### src/rtl/alu_arbiter.sv
// alu_arbiter: round-robin two-port arbiter/sequencer for a combinational ALU core
// Ports: clk/rst_n (async active-low); req*/a*/b*/op* requester inputs;
// gnt*/done* one-cycle pulses; result/zero/overflow captured ALU outputs;
// busy = FSM not idle; alu_a/alu_b/alu_op registered ALU operands; alu_s/alu_zero/alu_ovf ALU outputs.
module alu_arbiter #(
  parameter int WIDTH = 4
) (
  input  logic             clk,
  input  logic             rst_n,
  input  logic             req0,
  input  logic             req1,
  input  logic [WIDTH-1:0] a0,
  input  logic [WIDTH-1:0] b0,
  input  logic [1:0]       op0,
  input  logic [WIDTH-1:0] a1,
  input  logic [WIDTH-1:0] b1,
  input  logic [1:0]       op1,
  output logic             gnt0,
  output logic             gnt1,
  output logic             done0,
  output logic             done1,
  output logic [WIDTH-1:0] result,
  output logic             zero,
  output logic             overflow,
  output logic             busy,
  output logic [WIDTH-1:0] alu_a,
  output logic [WIDTH-1:0] alu_b,
  output logic [1:0]       alu_op,
  input  logic [WIDTH-1:0] alu_s,
  input  logic             alu_zero,
  input  logic             alu_ovf
);
  typedef enum logic [1:0] {IDLE, EXEC, DONE} state_e;
  state_e state_q, state_d;
  // last_q doubles as the owner id: the last grant is always the in-flight owner
  logic last_q, last_d;
  logic fire, win1;
  logic gnt0_q, gnt0_d, gnt1_q, gnt1_d, done0_q, done0_d, done1_q, done1_d, busy_q, busy_d;
  logic zero_q, zero_d, ovf_q, ovf_d;
  logic [WIDTH-1:0] result_q, result_d, alu_a_q, alu_a_d, alu_b_q, alu_b_d;
  logic [1:0] alu_op_q, alu_op_d;
  always_ff @(posedge clk or negedge rst_n)
    if (!rst_n) state_q <= IDLE;
    else state_q <= state_d;
  always_comb begin
    state_d = state_q;
    case (state_q)
      IDLE: state_d = (req0 || req1) ? EXEC : IDLE;
      EXEC: state_d = DONE;
      default: state_d = IDLE;
    endcase
  end
  always_comb begin
    fire     = state_q == IDLE && (req0 || req1);
    // requester 1 wins alone, or on a tie when requester 0 was granted last
    win1     = req1 && (!req0 || !last_q);
    gnt0_d   = fire && !win1;
    gnt1_d   = fire && win1;
    last_d   = fire ? win1 : last_q;
    alu_a_d  = fire ? (win1 ? a1 : a0) : alu_a_q;
    alu_b_d  = fire ? (win1 ? b1 : b0) : alu_b_q;
    alu_op_d = fire ? (win1 ? op1 : op0) : alu_op_q;
    done0_d  = state_q == EXEC && !last_q;
    done1_d  = state_q == EXEC && last_q;
    result_d = state_q == EXEC ? alu_s : result_q;
    zero_d   = state_q == EXEC ? alu_zero : zero_q;
    ovf_d    = state_q == EXEC ? alu_ovf : ovf_q;
    busy_d   = state_d != IDLE;
  end
  always_ff @(posedge clk or negedge rst_n)
    if (!rst_n) begin
      last_q   <= 1'b1;
      gnt0_q   <= 1'b0;
      gnt1_q   <= 1'b0;
      done0_q  <= 1'b0;
      done1_q  <= 1'b0;
      busy_q   <= 1'b0;
      result_q <= '0;
      zero_q   <= 1'b0;
      ovf_q    <= 1'b0;
      alu_a_q  <= '0;
      alu_b_q  <= '0;
      alu_op_q <= '0;
    end else begin
      last_q   <= last_d;
      gnt0_q   <= gnt0_d;
      gnt1_q   <= gnt1_d;
      done0_q  <= done0_d;
      done1_q  <= done1_d;
      busy_q   <= busy_d;
      result_q <= result_d;
      zero_q   <= zero_d;
      ovf_q    <= ovf_d;
      alu_a_q  <= alu_a_d;
      alu_b_q  <= alu_b_d;
      alu_op_q <= alu_op_d;
    end
  assign gnt0     = gnt0_q;
  assign gnt1     = gnt1_q;
  assign done0    = done0_q;
  assign done1    = done1_q;
  assign busy     = busy_q;
  assign result   = result_q;
  assign zero     = zero_q;
  assign overflow = ovf_q;
  assign alu_a    = alu_a_q;
  assign alu_b    = alu_b_q;
  assign alu_op   = alu_op_q;
endmodule

### config.mk
export PLATFORM = sky130hd
export DESIGN_NAME = alu_arbiter
export DESIGN_NICKNAME = d
export VERILOG_FILES = /design/src/rtl/alu_arbiter.sv
export SDC_FILE = /design/constraint.sdc
export NUM_CORES = 1
export LEC_CHECK = 0
export ABC_AREA = 1
export CORE_AREA = 2 2 58 60
export DETAILED_ROUTE_END_ITERATION = 16
export DIE_AREA = 0 0 60 62
export GPL_ROUTABILITY_DRIVEN = 1
export PLACE_DENSITY = 0.71
export SLEW_MARGIN = 10
export SYNTH_ARGS = -nofsm -noshare
export SYNTH_HDL_FRONTEND = slang
export SYNTH_SLANG_ARGS = --single-unit
### constraint.sdc
create_clock -name clk -period 1.1 [get_ports clk]
set_clock_uncertainty 0.1 [all_clocks]
set_input_delay 0.275 -clock clk [delete_from_list [all_inputs] [get_ports clk]]
set_output_delay 0.275 -clock clk [all_outputs]
set_load 0.02 [all_outputs]
==> metrics.csv <==
stage;metric;value;unit
worst_setup_path;required;0.72;ns
worst_setup_path;path_buf_inv;1;
sta;setup_tns;-4.21;ns
pwr;p_per_area;2640;nW/µm²
layout;final_cell_mix;nand2_1, clkdlybuf4s50_1, buf_6, dfrtp_1, buf_4;
floorplanning;core.rowCount;21;
detailed_routing;drtAntennaViolNets;0;
clock_tree;htreeDepth;1;
place;dpl_cell_area;1670;µm²
grt;grt.overflow.total;0;
pwr;p_leak;1.01;nW
layout;final_cells;244;
outcome;status;finished, violations left;
detailed_routing;avgViaCountPerCell;4.36;
worst_setup_path;critPathKind;flip-flop to primary output;
grt;grt_max_degree;15;
pwr;ir_drop;1.00;mV
clock_tree;cts_hold_buf;0;
sta;hold_slack;0.294;ns
clock_tree;clkLatencyLatePin;0.33;ns
sta;max_freq;783;MHz
pwr;p_total;0.00520;W
grt;grt_usage;16.5;%
detailed_routing;drt-initial-drc-count;41;
layout;layout-drive-gt1-share;37.4;%
run;maxCapViolations;0;
layout;seq_area;602;µm²
floorplanning;die_w;60;µm
worst_setup_path;path_cells;buf_6;
worst_setup_path;cp_top_family;flip-flops;
sta;worst_pin_slew;0.336;ns
sta;finalHoldViolations;0;
sta;relSlewSlack;77.6;%
worst_setup_path;slowest_delay;0.43;ns
detailed_routing;wire_per_inst;12.4;µm
floorplanning;initial_core_util;32.5;%
yosys;postSynthNetCount;153;
clock_tree;cts.sinks;24;
sta;final.period_utilization;116;%
grt;first_global_vias;1071;
clock_tree;clk_pin_slew;0.15;ns
layout;multi_input_area;482;µm²
floorplanning;die_area;3720;µm²
yosys;syn_area;1030;µm²
yosys;avgSynthCellArea;8.40;µm²
place;port_buffers;50;
sta;period_minus_slack;1.28;ns
detailed_routing;drc_errors;0;
clock_tree;cts_tree;done;
min_path;hp-class;primary input to flip-flop;
place;placed_cells;229;
yosys;netlist_instances;123;
outcome;failed_checks;negative setup slack;
layout;final_common_cell;nand2_1;
floorplanning;die_y;62;µm
clock_tree;numCtsBuffers;3;
floorplanning;ios;51;
worst_setup_path;crit_path_end_kind;primary output;
grt;grt_pass1_wl;4600;µm
yosys;ys_warn_count;0;
worst_setup_path;critPathMaxFanout;2;
floorplanning;core;3180;µm²
grt;grt_antenna_before_repair;0;
sta;setup_ws;-0.176;ns
worst_setup_path;startpoint_type;flip-flop;
yosys;synth_cell_type_count;14;
layout;nNetsFinal;229;
layout;postLayoutCellArea;1970;µm²
yosys;synth-seq-area-share;58.2;%
sta;setup_violations;32;
detailed_routing;vias;1065;
detailed_routing;wl;3020;µm
worst_setup_path;cp.arrival;0.90;ns
detailed_routing;dr.pass1.iters;3;
yosys;synth-seq-cells;24;
clock_tree;clock-root-buffer;clkbuf_4;
sta;rsz0062_at_grt;yes;
place;routabilityCongestion;0.770;
place;place_hpwl;2080;µm
layout;antennaDiodeCount;0;
worst_setup_path;reg2reg_setup_slack;-0.12;ns
clock_tree;cts_max_path_buffers;2;
sta;slew_violations;0;
layout;area_delta_synth_final;90.4;%
worst_setup_path;critPathSlowestCell;dfrtp_1;
layout;fillCellCount;287;
-- synth_stat cells --
library cell  number  area, µm²
inv_1              3       11.3
o21ai_0            1       5.00
o21ai_4            1       16.3
nand3_1           10       50.1
buf_2              1       5.00
a21oi_1            1       5.00
dfrtp_1           23        576
buf_6              3       33.8
nand2_2            2       12.5
nor2_1             4       15.0
buf_4              1       7.51
nand2_1           71        267
dfstp_2            1       26.3
inv_2              1       3.75
-- registers in the layout, summed over array words and instances, names as in the netlist --
name and flops:
alu_op 2, busy 1, zero 1, state_q 2, alu_a 4, done1 1, alu_b 4, done0 1
gnt1 1, result 4, overflow 1, gnt0 1, last_q 1
-- cell families (layout without fill, tap and decap cells) --
group | count (synthesis) | after routing | share of synthesized area (%)
AND/OR/NAND/NOR | 87 | 87 | 33.3
flip-flops | 24 | 24 | 58.2
AO/OA/AOI/OAI | 3 | 3 | 2.54
buffers and inverters | 9 | 84 | 5.93
-- final timing paths --
check | cells past startpoint | to | startpoint
max in group asynchronous | 2 | alu_a[0]$_DFFE_PN0P_ | rst_n
worst min-delay path | 4 | last_q$_DFFE_PN1P_ | req0
min in group asynchronous | 2 | result[1]$_DFFE_PN0N_ | rst_n
worst max-delay path | 1 | alu_b[2] | alu_b[2]$_DFFE_PN0P_
worst min register to register | 2 | zero$_DFFE_PN0N_ | zero$_DFFE_PN0N_
worst max register to register | 6 | alu_b[3]$_DFFE_PN0P_ | last_q$_DFFE_PN1P_
-- worst reg2reg max path: cells and delay by family, from the launching register on --
kind,cells,cell delay [ns]
buffers and inverters,1,0.16
DFF,1,0.58
and+or+nand+nor,5,0.29
-- report_power, final --
part	internal (W)	leakage [nW]	total, W	switching (W)
logic	0.00151	0.686	0.00296	0.00145
clock network	0.000369	0.0279	0.000650	0.000282
registers	0.00130	0.299	0.00158	0.000284
-- area by class of cell --
| class | count | area share, % |
|---|---|---|
| Tap cell | 46 | 2.92 |
| Clock buffer | 3 | 1.14 |
| Clock inverter | 1 | 1.53 |
| Timing Repair Buffer | 76 | 38.3 |
| Multi-Input combinational cell | 90 | 24.5 |
| Sequential cell | 24 | 30.6 |
| Inverter | 4 | 1.02 |
-- through the flow --
| step | util (%) | setup slack [ns] |
|---|---|---|
| after detailed placement | 52.6 | -0.479 |
| after CTS | 58.7 | -0.168 |
| after global placement | 52.6 | -0.416 |
| final | 61.9 | -0.176 |
| after global routing | 61.9 | -0.224 |
| after floorplan | - | -0.0314 |
-- per-layer routing --
metal	routed length, µm	vias to the layer above	GRT usage, %	share of wire, %
li1	-	528	-	-
met1	1210	499	18.4	40
met2	1630	34	32.3	54
met3	141	4	2.48	4.7
met4	34	0	4.76	1.1
met5	0	-	0	0
-- repair_timing --
item,CTS,global route
gates resized for setup,145,15
setup endpoints to repair,37,37
pin swaps,3,9
setup buffers,5,7
Power figures use the tool's default switching activity.
